===== config.mk =====
export PLATFORM = sky130hd
export DESIGN_NAME = m_spi_slave_msg
export DESIGN_NICKNAME = d
export VERILOG_FILES = /design/src/rtl/m_spi_slave_msg.sv
export SDC_FILE = /design/constraint.sdc
export NUM_CORES = 1
export LEC_CHECK = 0
export ABC_AREA = 0
export CAP_MARGIN = 20
export CORE_ASPECT_RATIO = 0.7
export CORE_MARGIN = 2
export CORE_UTILIZATION = 65
export DETAILED_ROUTE_END_ITERATION = 8
export GPL_TIMING_DRIVEN = 0
export PLACE_DENSITY = 0.82
export SETUP_SLACK_MARGIN = 0.5
export SLEW_MARGIN = 0
export SYNTH_ARGS = -nofsm -noshare
export SYNTH_HDL_FRONTEND = slang
export SYNTH_SLANG_ARGS = --single-unit

===== constraint.sdc =====
create_clock -name I_CLK -period 5.2 [get_ports I_CLK]
set_clock_uncertainty 0.05 [all_clocks]
set_input_delay 0.78 -clock I_CLK [delete_from_list [all_inputs] [get_ports I_CLK]]
set_output_delay 0.78 -clock I_CLK [all_outputs]
set_load 0.02 [all_outputs]

===== src/rtl/m_spi_slave_msg.sv =====
// SPI mode-0 slave: oversamples the SPI pins into the system clock domain, stores framed
// bytes in a message buffer with a registered read port, and shifts reply bytes out MSB first.
module m_spi_slave_msg #(
    parameter int DATA_WIDTH  = 8,
    parameter int MSG_DEPTH   = 64,
    parameter int SYNC_STAGES = 2
) (
    input  logic                         I_CLK,
    input  logic                         I_RESETN,
    input  logic                         SCLK_SLAVE,
    input  logic                         SS_N_SLAVE,
    input  logic                         MOSI_SLAVE,
    output logic                         MISO_SLAVE,
    input  logic [DATA_WIDTH-1:0]        I_TX_DATA,
    output logic                         O_TX_REQ,
    output logic [DATA_WIDTH-1:0]        O_RX_DATA,
    output logic                         O_RX_VALID,
    output logic [$clog2(MSG_DEPTH):0]   O_RX_COUNT,
    output logic                         O_OVERFLOW,
    output logic                         O_FRAME_DONE,
    input  logic [$clog2(MSG_DEPTH)-1:0] I_RADDR,
    output logic [DATA_WIDTH-1:0]        O_RDATA
);

    localparam int AW = $clog2(MSG_DEPTH);
    localparam int BW = $clog2(DATA_WIDTH);
    localparam logic [AW:0]   DEPTH_FULL = (AW+1)'(MSG_DEPTH);
    localparam logic [BW-1:0] LAST_BIT   = BW'(DATA_WIDTH - 1);

    typedef enum logic {IDLE, ACTIVE} state_t;

    state_t r_state;
    state_t w_stateNext;

    logic [SYNC_STAGES-1:0] r_sclkSync;
    logic [SYNC_STAGES-1:0] r_ssnSync;
    logic [SYNC_STAGES-1:0] r_mosiSync;
    logic [SYNC_STAGES-1:0] r_syncValid;
    logic                   r_sclkPrev;
    logic                   r_ssnPrev;
    logic                   r_armed;

    logic                   w_sclk;
    logic                   w_ssn;
    logic                   w_mosi;
    logic                   w_sclkRise;
    logic                   w_sclkFall;
    logic                   w_ssnRise;
    logic                   w_ssnFall;

    logic                   w_start;
    logic                   w_end;
    logic                   w_bitRise;
    logic                   w_bitFall;
    logic                   w_byteDone;
    logic                   w_memWrite;
    logic [DATA_WIDTH-1:0]  w_rxByte;

    logic [DATA_WIDTH-1:0]  r_txShift;
    logic [DATA_WIDTH-2:0]  r_rxShift;
    logic [BW-1:0]          r_bitCnt;
    logic [AW:0]            r_rxCount;
    logic [DATA_WIDTH-1:0]  r_rxData;
    logic                   r_rxValid;
    logic                   r_txReq;
    logic                   r_overflow;
    logic                   r_frameDone;
    logic [DATA_WIDTH-1:0]  r_mem [MSG_DEPTH];
    logic [DATA_WIDTH-1:0]  r_rdata;

    // A frame may only start after SS_N has been seen high through a fully refilled
    // synchroniser, so a reset released mid-frame cannot fake an SS_N fall.
    always_ff @(posedge I_CLK or negedge I_RESETN) begin
        if (!I_RESETN) begin
            r_sclkSync  <= '0;
            r_ssnSync   <= '1;
            r_mosiSync  <= '0;
            r_syncValid <= '0;
            r_sclkPrev  <= 1'b0;
            r_ssnPrev   <= 1'b1;
            r_armed     <= 1'b0;
        end else begin
            r_sclkSync  <= {r_sclkSync[SYNC_STAGES-2:0], SCLK_SLAVE};
            r_ssnSync   <= {r_ssnSync[SYNC_STAGES-2:0], SS_N_SLAVE};
            r_mosiSync  <= {r_mosiSync[SYNC_STAGES-2:0], MOSI_SLAVE};
            r_syncValid <= {r_syncValid[SYNC_STAGES-2:0], 1'b1};
            r_sclkPrev  <= w_sclk;
            r_ssnPrev   <= w_ssn;
            r_armed     <= r_armed | (r_syncValid[SYNC_STAGES-1] & w_ssn);
        end
    end

    assign w_sclk     = r_sclkSync[SYNC_STAGES-1];
    assign w_ssn      = r_ssnSync[SYNC_STAGES-1];
    assign w_mosi     = r_mosiSync[SYNC_STAGES-1];
    assign w_sclkRise = w_sclk & ~r_sclkPrev;
    assign w_sclkFall = ~w_sclk & r_sclkPrev;
    assign w_ssnRise  = w_ssn & ~r_ssnPrev;
    assign w_ssnFall  = r_armed & r_ssnPrev & ~w_ssn;

    always_ff @(posedge I_CLK or negedge I_RESETN) begin
        if (!I_RESETN) begin
            r_state <= IDLE;
        end else begin
            r_state <= w_stateNext;
        end
    end

    always_comb begin
        w_stateNext = r_state;
        w_start     = 1'b0;
        w_end       = 1'b0;
        w_bitRise   = 1'b0;
        w_bitFall   = 1'b0;
        case (r_state)
            IDLE: begin
                if (w_ssnFall) begin
                    w_stateNext = ACTIVE;
                    w_start     = 1'b1;
                end
            end
            ACTIVE: begin
                if (w_ssnRise) begin
                    w_stateNext = IDLE;
                    w_end       = 1'b1;
                end else begin
                    w_bitRise = w_sclkRise;
                    w_bitFall = w_sclkFall;
                end
            end
            default: w_stateNext = IDLE;
        endcase
    end

    assign w_rxByte   = {r_rxShift, w_mosi};
    assign w_byteDone = w_bitRise && (r_bitCnt == LAST_BIT);
    assign w_memWrite = w_byteDone && (r_rxCount < DEPTH_FULL);

    // The fall right after a byte load leaves the shifter alone so bit 7 of the new byte is sent.
    always_ff @(posedge I_CLK or negedge I_RESETN) begin
        if (!I_RESETN) begin
            r_txShift   <= '0;
            r_rxShift   <= '0;
            r_bitCnt    <= '0;
            r_rxCount   <= '0;
            r_rxData    <= '0;
            r_rxValid   <= 1'b0;
            r_txReq     <= 1'b0;
            r_overflow  <= 1'b0;
            r_frameDone <= 1'b0;
        end else begin
            r_rxValid   <= 1'b0;
            r_txReq     <= 1'b0;
            r_frameDone <= 1'b0;
            if (w_start) begin
                r_txShift  <= I_TX_DATA;
                r_txReq    <= 1'b1;
                r_bitCnt   <= '0;
                r_rxCount  <= '0;
                r_overflow <= 1'b0;
            end else if (w_end) begin
                r_bitCnt    <= '0;
                r_frameDone <= 1'b1;
            end else if (w_bitRise) begin
                r_rxShift <= w_rxByte[DATA_WIDTH-2:0];
                if (w_byteDone) begin
                    r_rxData  <= w_rxByte;
                    r_rxValid <= 1'b1;
                    r_txShift <= I_TX_DATA;
                    r_txReq   <= 1'b1;
                    r_bitCnt  <= '0;
                    if (w_memWrite) begin
                        r_rxCount <= r_rxCount + 1'b1;
                    end else begin
                        r_overflow <= 1'b1;
                    end
                end else begin
                    r_bitCnt <= r_bitCnt + 1'b1;
                end
            end else if (w_bitFall && (r_bitCnt != '0)) begin
                r_txShift <= {r_txShift[DATA_WIDTH-2:0], 1'b0};
            end
        end
    end

    always_ff @(posedge I_CLK or negedge I_RESETN) begin
        if (!I_RESETN) begin
            for (int i = 0; i < MSG_DEPTH; i++) begin
                r_mem[i] <= '0;
            end
            r_rdata <= '0;
        end else begin
            if (w_memWrite) begin
                r_mem[r_rxCount[AW-1:0]] <= w_rxByte;
            end
            r_rdata <= r_mem[I_RADDR];
        end
    end

    assign MISO_SLAVE   = ~w_ssn & r_txShift[DATA_WIDTH-1];
    assign O_TX_REQ     = r_txReq;
    assign O_RX_DATA    = r_rxData;
    assign O_RX_VALID   = r_rxValid;
    assign O_RX_COUNT   = r_rxCount;
    assign O_OVERFLOW   = r_overflow;
    assign O_FRAME_DONE = r_frameDone;
    assign O_RDATA      = r_rdata;

endmodule


==> results.toml, run 1 <==
[detailed_routing]
num_vias = 16000
drt_iter0_drc = 1675
drtPass1Iterations = 6
vias_per_cell = 6.71
drtAntennaViolNets = 0
wl_mm = 69.5
post-route-drc-count = 0
wl_per_cell_um = 29.2

[timing]
setup_violations = 0
worst_pin_slew_ps = 1190
rsz0062_at_grt = "no"
slew_violations = 0
fin_crit_ps = 4050
fin_crit_sh = 0.779
fin_setup_tns_ps = 0
max_freq_mhz = 247
hold_viol = 0
maxSlewHeadroom = 0.193

[critical_path]
crit_arrival_ps = 4400
end_kind = "register"
crit_required_ps = 5550
worstSetupPathType = "in -> reg"
cp_max_fo = 10
r2r_cells = 7
cp-start-kind = "input port"

[final_layout]
nets = 1826
fillCellCount = 2454
final_layout_size_suffix_gt1_frac = 0.462
final_cell_mix = "dfrtp_1, mux2_2, mux4_2"
final_common_cell = "dfrtp_1"
final_cell_count_no_fill = 2382
syn_to_final_growth_pct = 11.8

[floorplanning]
fp-row-count = 61
die-area_sq_um = 41300
die_h_um = 171
initial_core_util = 0.654
ios = 47
core-area_sq_um = 39500
die-width_um = 242

[cts]
root_buffer = "clkbuf_16"
cts_resized = 0
path_clk_slew_ps = 60
cts_tree = "built"
cts-hold-fix-buffers = 0
h-tree-depth = 2
clock-sinks = 569
worst_skew_pair.late_latency_ps = 590
postCtsSetupBuffers = 0
clk_path_buf_depth = 3
cts_buffers = 52

[synth]
synth_edf_count = 0
synth.mux.area_fraction = 0.352
synthTopCellsByArea = "dfrtp_1, mux2_2, mux4_2, nand2_1, clkbuf_1"
ys_warn_count = 0
synth_area_sq_um = 25800
synth_top_area_cell = "dfrtp_1"
syn_nets = 1722
synth_cells = 1699
synth_cell_types = 58
yosysSeqAreaShare = 0.552
synth_compound_area_frac = 0.0215
yosysTopAreaCellShare = 0.549
synth_xor_area_frac = 0.00136
synth_simple_gate_area_frac = 0.0479
synth_seq_cells = 569
synth_flop_cell = "dfrtp_1"
synth-async-reset-ratio = 1.00
postSynthAreaPerCell_sq_um = 15.2
synthAdderAreaFrac = 0.00194
synth_top_family_by_area = "multiplexers"

[pwr]
p_per_area_nw_per_um2 = 332
sw_frac_of_total = 0.267
power.net_switching_uw = 2550
clockPowerShare = 0.419
cellLeakagePower_uw = 0.0139
peakVddDrop_uv = 308
power.internal_uw = 7020
combPwrFrac = 0.107
p_seq_frac = 0.474

[placement]
dp.cells = 2283
dp_hpwl_mm = 48.4
io_buffers = 42
gp_congestion = 0.961

[global_routing]
grt_usage = 0.348
grt_pass1_wl_mm = 105
grt_max_degree = 128
antenna_found_initial = 1
grt.overflow.total = 0
grt_pass1_vias = 16600

[run_status]
outcome = "complete, no violations"

[hold_path]
min_path_type = "in -> async"

[flow_run]
maxCapViolCount = 0
layer usage:
layer  wire length (um)  up-vias  GRT usage
li1                   -     6477          -
met1              29100     8601      0.498
met2              30800      745      0.516
met3               7200      157      0.103
met4               2290        2      0.118
met5                 72        -     0.0129
state kept, by name, summed over array words and instances, names as in the netlist, 2 cells and up:
name         flops
r_mem          512
O_RDATA          8
O_RX_DATA        8
r_txShift        8
O_RX_COUNT       7
r_rxShift        7
r_bitCnt         3
r_mosiSync       2
r_sclkSync       2
r_ssnSync        2
r_syncValid      2
critical path, stage by stage:
cell and delay [ps]:
clkdlybuf4s50_1 550, buf_4 300, buf_2 430, buf_2 510, clkbuf_1 570, a211oi_1 190
o21ai_0 780, o31ai_1 260
metrics by stage:
stage / area [sq um] / total power [uW] / util / hold slack (ps) / setup slack [ps]
5_1_grt: 28900 / 9850 / 0.731 / 44.2 / 1160
6_report: 28900 / 9580 / 0.732 / 21.9 / 1150
3_5_place_dp: 27100 / 5610 / 0.686 / 287 / 787
3_3_place_gp: 26900 / 5580 / 0.682 / 281 / -20960
2_1_floorplan: 25800 / 5070 / - / 281 / 2680
4_1_cts: 28800 / 9560 / 0.731 / 19.6 / 1380
cells by family (layout without fill, tap and decap cells):
family                     count (synthesis)  after routing
muxes                                    677            677
AOI/OAI and AO/OA                         82             82
buffers and inverters                    133            278
other                                      1              4
and+or+nand+nor                          229            229
adders and majority gates                  4              4
xor gates and xnor gates                   4              4
DFF                                      569            569
synth_stat cells, drive strengths merged, types with 8 or more instances:
master	n
inv	8
mux2	517
o31ai	9
nor2	60
dfrtp	566
buf	47
o21ai	16
clkbuf	78
o22ai	11
mux2i	28
a31oi	9
mux4	132
a21oi	12
nand2	109
power groups by stage:
| stage | logic (uW) | registers, uW | clock network [uW] |
|---|---|---|---|
| final | 1020 | 4540 | 4010 |
| after global routing | 1090 | 4540 | 4230 |
| after CTS | 997 | 4540 | 4020 |
| after detailed placement | 991 | 4620 | 0 |
| after global placement | 952 | 4630 | 0 |
| after floorplan | 465 | 4610 | 0 |
final cells by class:
class                   count  area, sq um  share of cell area
clock inverters            15          215             0.00746
multi-input cells         997        11000               0.379
diodes                      3         7.51            0.000260
clock buffers              80         1570              0.0544
plain buffers             125          582              0.0202
inverters                   8         30.0             0.00104
flip-flops and latches    569        14200               0.493
well taps                 535          669              0.0232
repair buffers             50          597              0.0207
path summary, 6_finish.rpt:
| path | startpoint | to | slack [ps] |
|---|---|---|---|
| max | I_RADDR[2] | O_RDATA[0]$_DFF_PN0_ | 1150 |
| min | I_RESETN | O_RX_DATA[3]$_DFFE_PN0P_ | 20 |
| max reg2reg | r_bitCnt[0]$_DFFE_PN0P_ | r_mem[469]$_DFFE_PN0P_ | 1820 |
| min reg2reg | r_sclkSync[0]$_DFF_PN0_ | r_sclkSync[1]$_DFF_PN0_ | 300 |
| max in group asynchronous | I_RESETN | r_mem[189]$_DFFE_PN0P_ | 3310 |
| min in group I_CLK | r_sclkSync[0]$_DFF_PN0_ | r_sclkSync[1]$_DFF_PN0_ | 300 |
(Power assumes the default switching activity.)
==> inputs of run 2 (changes only) <==
--- a/config.mk
+++ b/config.mk
@@ -9,10 +9,10 @@
 export CAP_MARGIN = 20
 export CORE_ASPECT_RATIO = 0.7
 export CORE_MARGIN = 2
-export CORE_UTILIZATION = 65
+export CORE_UTILIZATION = 56
 export DETAILED_ROUTE_END_ITERATION = 8
 export GPL_TIMING_DRIVEN = 0
-export PLACE_DENSITY = 0.82
+export PLACE_DENSITY = 0.75
 export SETUP_SLACK_MARGIN = 0.5
 export SLEW_MARGIN = 0
 export SYNTH_ARGS = -nofsm -noshare
==> constraint.sdc (replaced) <==
create_clock -name I_CLK -period 3.5 [get_ports I_CLK]
set_clock_uncertainty 0.05 [all_clocks]
set_input_delay 0.525 -clock I_CLK [delete_from_list [all_inputs] [get_ports I_CLK]]
set_output_delay 0.525 -clock I_CLK [all_outputs]
set_load 0.02 [all_outputs]
==> results.toml, run 2 (synthesized netlist as in run 1, its figures left out) <==
[run_status]
outcome = "finished, violations left"
failed_checks = "negative hold slack"

[critical_path]
critPathBufInv = 1
crit_arrival_ps = 3530
crit_required_ps = 3920
cp_cell_sequence = "clkbuf_1 > nor3b_2 > nand2_1 > mux2_2"
cp_max_fo = 10
end_kind = "register"
cp-start-kind = "register"
crit_slowest_cell = "nor3b_2"
worstReg2RegStart = "O_RX_COUNT[1]$_DFFE_PN0P_"
crit_family = "simple AND/OR/NAND/NOR gates"
worstSetupStartpoint = "O_RX_COUNT[1]$_DFFE_PN0P_"
worstSetupPathType = "reg -> reg"
cpPeakStageDelay_ps = 1020

[pwr]
power.internal_uw = 10400
cellLeakagePower_uw = 0.0139
power.net_switching_uw = 3830
clockPowerShare = 0.417
p_seq_frac = 0.474
p_per_area_nw_per_um2 = 491
combPwrFrac = 0.109
sw_frac_of_total = 0.269
peakVddDrop_uv = 384

[timing]
fin_crit_ps = 3110
maxSlewHeadroom = 0.183
hold_viol = 26
rsz0062_at_grt = "yes"
fin_setup_tns_ps = 0
hold_ws_ps = -37.5
max_freq_mhz = 321
setup_violations = 0
worst_pin_slew_ps = 1220
slew_violations = 0
fin_crit_sh = 0.889

[final_layout]
final_layout_size_suffix_gt1_frac = 0.467
largest_register = "r_mem"
post-route-util = 0.639
syn_to_final_growth_pct = 12.2
final_common_cell = "dfrtp_1"
final_cell_count_no_fill = 2447
largest_reg_flops = 512
nets = 1825
final_cell_mix = "dfrtp_1, mux2_2, mux4_2"
fillCellCount = 3239

[cts]
worst_skew_pair.late_latency_ps = 600
clock-sinks = 569
clk_path_buf_depth = 3
cts_buffers = 53
h-tree-depth = 2
root_buffer = "clkbuf_16"
postCtsSetupBuffers = 0
path_clk_slew_ps = 60
cts_resized = 12
cts-hold-fix-buffers = 0
cts_tree = "built"

[floorplanning]
die-width_um = 261
die-area_sq_um = 47800
fp-row-count = 65
initial_core_util = 0.570
die_h_um = 184
ios = 47
core-area_sq_um = 45300

[flow_run]
maxCapViolCount = 0

[detailed_routing]
drt-met1-wl_mm = 31.0
wl_met2_mm = 31.1
wl_per_cell_um = 29.0
wl_mm = 70.9
post-route-drc-count = 0
drt_iter0_drc = 1880
dr_wl_met3_mm = 7.38
num_vias = 15900
drtAntennaViolNets = 0
drtPass1Iterations = 5
vias_per_cell = 6.48
dr.max_layer_used = "met5"

[global_routing]
grt.overflow.total = 0
grt_pass1_wl_mm = 107
grt_max_degree = 129
grt_pass1_vias = 16400
grt_usage = 0.308
antenna_found_initial = 3

[hold_path]
min_path_type = "in -> async"

[placement]
dp.cells = 2349
io_buffers = 42
gp_congestion = 0.983
dp_hpwl_mm = 49.8
run 2: cell count changes in the layout (fill, tap and decap cells not counted), sizes merged:
cell,previous run,this run
diode,3,1
bufinv,5,4
buf,56,54
clkbuf,158,161
clkinvlp,0,1
clkinv,9,7
run 2: worst paths after layout:
path / slack [ps] / cells after the start / end
worst min-delay path: -40 / 1 / O_RX_DATA[2]$_DFFE_PN0P_
worst max register to register: 390 / 4 / r_mem[183]$_DFFE_PN0P_
worst max-delay path: 390 / 4 / r_mem[183]$_DFFE_PN0P_
max in group asynchronous: 1760 / 3 / r_mem[160]$_DFFE_PN0P_
worst min register to register: 300 / 0 / r_mosiSync[1]$_DFF_PN0_
min in group I_CLK: 280 / 1 / r_ssnSync[0]$_DFF_PN1_
run 2: through the flow:
step	cell area, sq um	hold WS (ps)	power, uW	setup slack [ps]
3_5_place_dp	27100	286	8350	-827
6_report	28900	-37.5	14200	388
5_1_grt	28900	47.1	14700	371
4_1_cts	28900	17.4	14200	513
3_3_place_gp	27000	282	8320	-22440
2_1_floorplan	25800	179	7540	1230
run 2: worst register-to-register path: cells and delay by family, from the launching register on:
kind          cells  cell delay (ps)
mux               1              480
buf+inv           1              280
flops             1              480
simple gates      2             1700
run 2: final cells by class:
cell class	instances	area, sq um	share of cell area
Sequential cell	569	14200	0.492
Clock inverter	13	189	0.00653
Buffer	125	594	0.0205
Multi-Input combinational cell	997	11000	0.380
Inverter	8	30.0	0.00104
Timing Repair Buffer	48	558	0.0193
Antenna cell	1	2.50	0.0000864
Clock buffer	83	1590	0.0549
Tap cell	603	754	0.0261
run 2: power by group through the flow:
stage               sequential [uW]  clock, uW  combinational, uW
global route                   6750       6290               1630
floorplan                      6850          0                691
finish                         6740       5940               1540
detailed placement             6860          0               1490
CTS                            6740       6000               1500
global placement               6880          0               1440
run 2: per-layer routing:
layer	up-vias	GRT usage
li1	6473	-
met1	8598	0.458
met2	667	0.448
met3	120	0.0954
met4	4	0.0718
met5	-	0
==> inputs of run 3 (changes only) <==
--- a/config.mk
+++ b/config.mk
@@ -8,7 +8,7 @@
 export ABC_AREA = 0
 export CAP_MARGIN = 20
 export CORE_ASPECT_RATIO = 0.7
-export CORE_MARGIN = 2
+export CORE_MARGIN = 5
 export CORE_UTILIZATION = 56
 export DETAILED_ROUTE_END_ITERATION = 8
 export GPL_TIMING_DRIVEN = 0
==> results.toml, run 3 (synthesized netlist as in run 1, its figures left out) <==
[timing]
rsz0062_at_grt = "yes"
setup_violations = 0
fin_crit_sh = 0.875
maxSlewHeadroom = 0.287
fin_setup_tns_ps = 0
hold_viol = 0
fin_crit_ps = 3060
max_freq_mhz = 327
worst_pin_slew_ps = 1060
slew_violations = 0

[cts]
cts_tree = "built"
root_buffer = "clkbuf_16"
clock-sinks = 569
clk_path_buf_depth = 3
h-tree-depth = 2
path_clk_slew_ps = 70
postCtsSetupBuffers = 0
worst_skew_pair.late_latency_ps = 600
cts_buffers = 53

[placement]
dp_hpwl_mm = 49.6
io_buffers = 42
gp_congestion = 0.970

[global_routing]
antenna_found_initial = 4
grt_usage = 0.282
grt_max_degree = 125
grt_pass1_vias = 16500
grt.overflow.total = 0
grt_pass1_wl_mm = 107

[run_status]
outcome = "complete, no violations"

[floorplanning]
initial_core_util = 0.570
ios = 47
die_h_um = 190
core-area_sq_um = 45300
die-width_um = 267
die-area_sq_um = 50500
fp-row-count = 65

[pwr]
cellLeakagePower_uw = 0.0141
power_uw = 14900
peakVddDrop_uv = 379
p_per_area_nw_per_um2 = 511

[hold_path]
min_path_cells = 1
hold-path-endpoint = "r_ssnSync[0]$_DFF_PN1_"
hp-start = "SS_N_SLAVE"
min_path_type = "in -> reg"

[critical_path]
worst-r2r-setup-slack_ps = 560
r2r_end = "r_mem[181]$_DFFE_PN0P_"
r2r_cells = 4
worstSetupStartpoint = "I_RADDR[2]"
cp_max_fo = 10
crit_arrival_ps = 3440
worstSetupPathType = "in -> reg"
worstReg2RegStart = "O_RX_COUNT[1]$_DFFE_PN0P_"
end_kind = "register"
cp-start-kind = "input port"
crit_required_ps = 3880

[final_layout]
final_cell_mix = "dfrtp_1, mux2_2, mux4_2"
nets = 1826
largest_reg_flops = 512
largest_register = "r_mem"
syn_to_final_growth_pct = 13.3
final_layout_size_suffix_gt1_frac = 0.476
final_common_cell = "dfrtp_1"

[detailed_routing]
num_vias = 15700
vias_per_cell = 6.41
wl_per_cell_um = 28.8
wl_mm = 70.8
drtPass1Iterations = 5
drtAntennaViolNets = 0
post-route-drc-count = 0
drt_iter0_drc = 1911

[flow_run]
maxCapViolCount = 0
-- run 3: changes by cell type in the layout (fill, tap and decap cells not counted), moves of 2 or more --
cell and delta:
nor4b_2 +2, clkbuf_2 -3, clkbuf_1 -15, o21ai_1 +3
diode_2 +3, bufinv_16 +8, clkinvlp_4 +2, o21ai_2 -2
clkinv_2 +10
-- run 3: final cells by class --
cell class / instances / area [sq um]
clock buffer: 68 / 1560
inverter: 8 / 30.0
clock inverter: 32 / 475
sequential: 569 / 14200
antenna: 4 / 10.0
fill: 3173 / 16100
tap: 603 / 754
multi-input combinational: 997 / 11000
timing repair buffer: 49 / 573
buffer: 125 / 601
-- run 3: power breakdown --
| part | total, uW | internal (uW) | leakage [uW] | switching [uW] |
|---|---|---|---|---|
| combinational | 1540 | 317 | 0.00517 | 1220 |
| sequential | 6750 | 6660 | 0.00788 | 81.5 |
| clock | 6650 | 4020 | 0.00101 | 2620 |
-- run 3: worst max-delay path: stages --
cell             delay [ps]
clkdlybuf4s50_1         560
buf_4                   330
clkbuf_4                370
buf_2                   410
mux2i_1                 440
a21oi_1                 140
o21ai_1                 430
o31ai_1                 220
-- run 3: per-stage QoR --
stage	area (sq um)	setup slack, ps	hold slack (ps)	utilization	std cells
after detailed placement	27100	-776	287	0.598	2349
after CTS	29200	514	286	0.644	2450
final	29200	437	296	0.645	2455
after floorplan	25800	1230	179	-	1699
after global routing	29200	476	288	0.645	2451
after global placement	27000	-22520	282	0.596	2344
-- run 3: layer usage --
metal,share of wire,global-route usage,vias to the layer above
li1,-,-,6489
met1,0.43,0.415,8434
met2,0.44,0.407,656
met3,0.099,0.0984,142
met4,0.028,0.0742,8
met5,0.0028,0.00483,-
-- run 3: how the worst max path moves through the flow --
stage                     cells after the start  slack (ps)                endpoint
final                                         8         440    O_RDATA[2]$_DFF_PN0_
after detailed placement                      8        -780    O_RDATA[7]$_DFF_PN0_
after CTS                                     8         510    O_RDATA[7]$_DFF_PN0_
after floorplan                               8        1230    O_RDATA[0]$_DFF_PN0_
after global placement                        1      -22520  r_mem[160]$_DFFE_PN0P_
after global routing                          4         480  r_mem[182]$_DFFE_PN0P_
-- run 3: timing repair --
action | CTS | global route
endpoints found under the hold margin | 39 | 0
hold buffers | 1 | 0
endpoints found under the setup margin | 46 | 203
gates resized for setup | 12 | 13
